File: src/rtl/f_fetch_ctrl.sv
// Fetch-stage sequencer: owns the F-stage PC and the IF/ID register, runs the
// instruction-memory handshake and applies D-stage redirects after the delay slot.
//
// state | meaning
// ------+--------------------------------------------------------------
// REQ   | imem_req high at f_pc, waiting for imem_gnt
// WAIT  | request granted, waiting for imem_rvalid
// HOLD  | word captured in the F buffer, waiting for stall to drop
module f_fetch_ctrl #(
  parameter logic [31:0] RESET_PC = 32'h0000_3000
) (
  input  logic        clk,
  input  logic        reset_n,
  input  logic        stall,
  input  logic        redirect_valid,
  input  logic [31:0] redirect_pc,
  output logic        imem_req,
  output logic [31:0] imem_addr,
  input  logic        imem_gnt,
  input  logic        imem_rvalid,
  input  logic [31:0] imem_rdata,
  output logic [31:0] f_pc,
  output logic        d_valid,
  output logic [31:0] d_pc,
  output logic [31:0] d_instr
);

  typedef enum logic [1:0] {
    S_REQ  = 2'd0,
    S_WAIT = 2'd1,
    S_HOLD = 2'd2
  } state_t;

  state_t      state_q, state_d;
  logic [31:0] pc_q, pc_d;
  logic        pend_valid_q, pend_valid_d;
  logic [31:0] pend_pc_q, pend_pc_d;
  logic [31:0] fbuf_q, fbuf_d;
  logic        d_valid_q, d_valid_d;
  logic [31:0] d_pc_q, d_pc_d;
  logic [31:0] d_instr_q, d_instr_d;

  logic        redirect_acc;
  logic        deliver;
  logic [31:0] deliver_word;
  logic [31:0] redirect_tgt;

  assign redirect_tgt = redirect_pc & 32'hFFFF_FFFC;
  assign redirect_acc = redirect_valid & d_valid_q & ~stall;

  always_comb begin
    state_d      = state_q;
    pc_d         = pc_q;
    pend_valid_d = pend_valid_q;
    pend_pc_d    = pend_pc_q;
    fbuf_d       = fbuf_q;
    d_valid_d    = d_valid_q;
    d_pc_d       = d_pc_q;
    d_instr_d    = d_instr_q;
    deliver      = 1'b0;
    deliver_word = 32'h0;

    case (state_q)
      S_REQ: begin
        if (imem_gnt) state_d = S_WAIT;
      end
      S_WAIT: begin
        if (imem_rvalid) begin
          if (!stall) begin
            deliver      = 1'b1;
            deliver_word = imem_rdata;
            state_d      = S_REQ;
          end else begin
            fbuf_d  = imem_rdata;
            state_d = S_HOLD;
          end
        end
      end
      S_HOLD: begin
        if (!stall) begin
          deliver      = 1'b1;
          deliver_word = fbuf_q;
          state_d      = S_REQ;
        end
      end
      default: state_d = S_REQ;
    endcase

    // A redirect seen on a delivery edge belongs to the word being delivered
    // (the delay slot), so the target goes straight into f_pc.
    if (deliver) begin
      if (redirect_acc)      pc_d = redirect_tgt;
      else if (pend_valid_q) pc_d = pend_pc_q;
      else                   pc_d = pc_q + 32'd4;
      pend_valid_d = 1'b0;
    end else if (redirect_acc) begin
      pend_valid_d = 1'b1;
      pend_pc_d    = redirect_tgt;
    end

    if (!stall) begin
      if (deliver) begin
        d_valid_d = 1'b1;
        d_pc_d    = pc_q;
        d_instr_d = deliver_word;
      end else begin
        d_valid_d = 1'b0;
        d_instr_d = 32'h0;
      end
    end
  end

  always_ff @(posedge clk) begin
    if (!reset_n) begin
      state_q      <= S_REQ;
      pc_q         <= RESET_PC;
      pend_valid_q <= 1'b0;
      pend_pc_q    <= RESET_PC;
      fbuf_q       <= 32'h0;
      d_valid_q    <= 1'b0;
      d_pc_q       <= RESET_PC;
      d_instr_q    <= 32'h0;
    end else begin
      state_q      <= state_d;
      pc_q         <= pc_d;
      pend_valid_q <= pend_valid_d;
      pend_pc_q    <= pend_pc_d;
      fbuf_q       <= fbuf_d;
      d_valid_q    <= d_valid_d;
      d_pc_q       <= d_pc_d;
      d_instr_q    <= d_instr_d;
    end
  end

  assign imem_req  = (state_q == S_REQ);
  assign imem_addr = pc_q;
  assign f_pc      = pc_q;
  assign d_valid   = d_valid_q;
  assign d_pc      = d_pc_q;
  assign d_instr   = d_instr_q;

endmodule

File: config.mk
export PLATFORM = sky130hd
export DESIGN_NAME = f_fetch_ctrl
export DESIGN_NICKNAME = d
export VERILOG_FILES = /design/src/rtl/f_fetch_ctrl.sv
export SDC_FILE = /design/constraint.sdc
export NUM_CORES = 1
export LEC_CHECK = 0
export BUFFER_PORTS_ARGS = -buffer_cell sky130_fd_sc_hd__buf_2
export CAP_MARGIN = 0
export CORE_MARGIN = 2
export CORE_UTILIZATION = 47
export DETAILED_ROUTE_END_ITERATION = 10
export PLACE_DENSITY = 0.8
export SYNTH_ARGS = -nofsm -noshare
export SYNTH_HDL_FRONTEND = slang
export SYNTH_SLANG_ARGS = --single-unit
export TNS_END_PERCENT = 50
File: constraint.sdc
create_clock -name clk -period 2 [get_ports clk]
set_input_delay 0.6 -clock clk [delete_from_list [all_inputs] [get_ports clk]]
set_output_delay 0.6 -clock clk [all_outputs]
set_load 0.03 [all_outputs]
==> metrics <==
asr flop ratio synth=0%; Slew Viols, Final=0; largest net degree at the start of global routing=34; Routed wire per std cell=16.1 um; CTS tree=yes; status=completed; Clock Power Share=46.9%; Hold Buf Count CTS=0; Setup TNS=0 ps; count of standard-cell rows=45; main flop type after synthesis=dfxtp_1; hold path startpoint=redirect_pc[30]; PD cells=801 mW/mm2; Worst Reg2Reg Path Length in Cells=5; num ports=200; worst min-delay path class=in -> reg; Net Sw Power=1.81 mW; full die area=0.0164 mm2; post-synthesis xor/xnor area fraction=1.57%; DRT Pass-1 Iters=5; Reg-to-Reg Start=f_pc[10]; Post-synth EDFFs=0; Fmax=0.506 GHz; final core occ=61.9%; clk sink count=158; Clk pin slew, worst setup/hold paths=60 ps; initial antenna violation count=1; Seq pwr share=43.2%; FF-to-FF setup slack=20 ps; area grow syn2layout=29.2%; leakage=3.97 nW; Hold Path End=pend_pc_q[30]; Cell Area, Synth=0.00725 mm2; Fillers=1289; GRT Overall Usage=25.3%; Post-DP HPWL=14.3 mm; endpoints failing setup=0; area post-placement=0.00860 mm2; die height=128 um; Synth Area in Compound Gates=22.3%; crit path kind=reg -> reg; post-route ant nets=0; Hold Vio Cnt, Final=0; most common cell in the synthesized netlist=nand2_1; Comb power frac=9.9%; CTS root buf=clkbuf_16; GRT Residual Overflow=0; register area share after synthesis=43.6%; nets@finish=1191; vias per cell=5.51; Crit. End Element=flip-flop; Initial DRC Count=502; Worst Path Required=2320 ps; Mean Syn Cell Area=7.78 um2; Critical R2R Capture=f_pc[29]; input/output buffers=191; Synth top cells by count=nand2_1, dfxtp_1, a21oi_1; TritonCTS buffer count=17; H-Tree Depth=4; worst-case clock buffer depth=2; crit start category=flip-flop; first-pass GRT wire length=33.2 mm; DIE WIDTH=128 um; vias post-DR=7270; number of global-route vias before repair=6745; top-area cell type share of the netlist area=43.6%; period utilisation layout=98.9%; area leader, netlist=dfxtp_1; drt drc=0; largest family of logic cells by synthesized area=simple AND/OR/NAND/NOR gates; Initial Util=47.9%; Final Skew=6.06 ps; RSZ-0062 raised after global routing=true; Post-Synth Simple-Gate Area=22.5%; gpl congestion=0.921; Internal Pwr Total=5.70 mW; Synth Area in Adders=0.863%; Distinct cells, synth=56; Finished Cell Area=0.00937 mm2; Routed WL=21.2 mm; Switching Share=24.1%; CP Max Fanout=3; hold-critical path depth=3; post-synthesis mux area share=0.690%; crit path DAT=2300 ps; worst vdd ir=0.583 mV; Clock Latency Late Sink=430 ps; number of synthesized register bits=158; core area=0.0151 mm2; minimum clock period=1980 ps; ranking of synthesized cells by area=dfxtp_1, nand2_1, a21oi_1, buf_4, o21ai_0; max cap viols=0; Ys Warns=0; layout cell share with drive strength beyond 1=29.4%; Syn Inst Count=932
registers in the layout (all words and copies together) (netlist names):
register	cells
pend_valid_q	1
d_instr	32
pend_pc_q	30
f_pc	30
state_q	2
fbuf_q	32
d_pc	30
d_valid	1
cell type report:
type	instances	area, um2	share of cell area (%)
multi-input cells	653	3580	38.2
flip-flops and latches	158	3180	34.0
repair buffers	268	1650	17.7
clock buffers	22	484	5.17
well taps	188	235	2.51
clock inverters	10	158	1.68
inverters	18	67.6	0.721
diodes	2	5.00	0.0534
cell families after synthesis:
logic type,count (synthesis)
DFF,158
muxes,5
xor gates and xnor gates,13
other,1
and+or+nand+nor,365
AOI/OAI and AO/OA,259
adders and majority gates,5
buffers and inverters,126
power by group through the flow:
stage                     combinational [mW]  sequential (mW)  clock (mW)
after floorplan                        0.401             3.34           0
after global placement                 0.687             3.31           0
after detailed placement               0.699             3.31           0
after CTS                              0.707             3.24        3.56
after global routing                   0.807             3.25        3.69
final                                  0.741             3.24        3.52
placed cells by master (no fill, tap or decap), types with 11 or more instances in the layout:
cell type | synthesis | final
a21boi_0 | 33 | 33
a21oi_1 | 89 | 89
a22oi_1 | 32 | 32
and3_1 | 12 | 12
buf_2 | 1 | 191
buf_4 | 37 | 66
clkbuf_16 | 0 | 18
dfxtp_1 | 158 | 145
dfxtp_2 | 0 | 11
inv_1 | 17 | 16
nand2_1 | 241 | 240
nand3_1 | 30 | 30
nand3b_1 | 11 | 11
nand4_1 | 12 | 12
nor2_1 | 25 | 23
o211ai_1 | 11 | 11
o21ai_0 | 54 | 53
worst max-delay path, stage by stage (launching register included):
cell	delay (ps)
dfxtp_4	350
nand4_1	140
or4_4	580
nor4_4	360
xnor2_1	130
a2111oi_2	300
through the flow:
stage	cells	hold slack [ps]	worst slack, ps	total power [mW]
floorplan	937	431	-75.7	3.74
global placement	1280	431	-65.9	3.99
detailed placement	1280	441	-124	4.01
CTS	1312	392	-6.66	7.50
global route	1317	417	-16.2	7.75
finish	1319	416	22.1	7.50
timing repair:
action / in CTS / in global routing
buffers inserted: 0 / 4
endpoints found under the setup margin: 11 / 85
pin swaps: 0 / 7
endpoints found under the hold margin: 0 / 0
gates cloned: 0 / 1
gates resized for setup: 1 / 18
how the worst max path moves through the flow:
stage,from,to,slack [ps],cells past startpoint
5_1_grt,f_pc[10],f_pc[29],-20,5
4_1_cts,state_q[1],f_pc[29],-7,8
3_3_place_gp,imem_rvalid,d_pc[2],-70,7
2_1_floorplan,f_pc[10],f_pc[29],-80,6
6_report,f_pc[10],f_pc[29],20,5
3_5_place_dp,imem_rvalid,f_pc[31],-120,7
per-layer routing:
layer  global-route usage (%)  share of wire, %  vias to the layer above
li1                         -                 -                     3533
met1                     30.5                40                     3387
met2                     43.5                50                      315
met3                     7.05               8.3                       35
met4                     8.47               1.6                        0
met5                        0                 0                        -
Note: power is estimated with default switching activity, not from simulation.
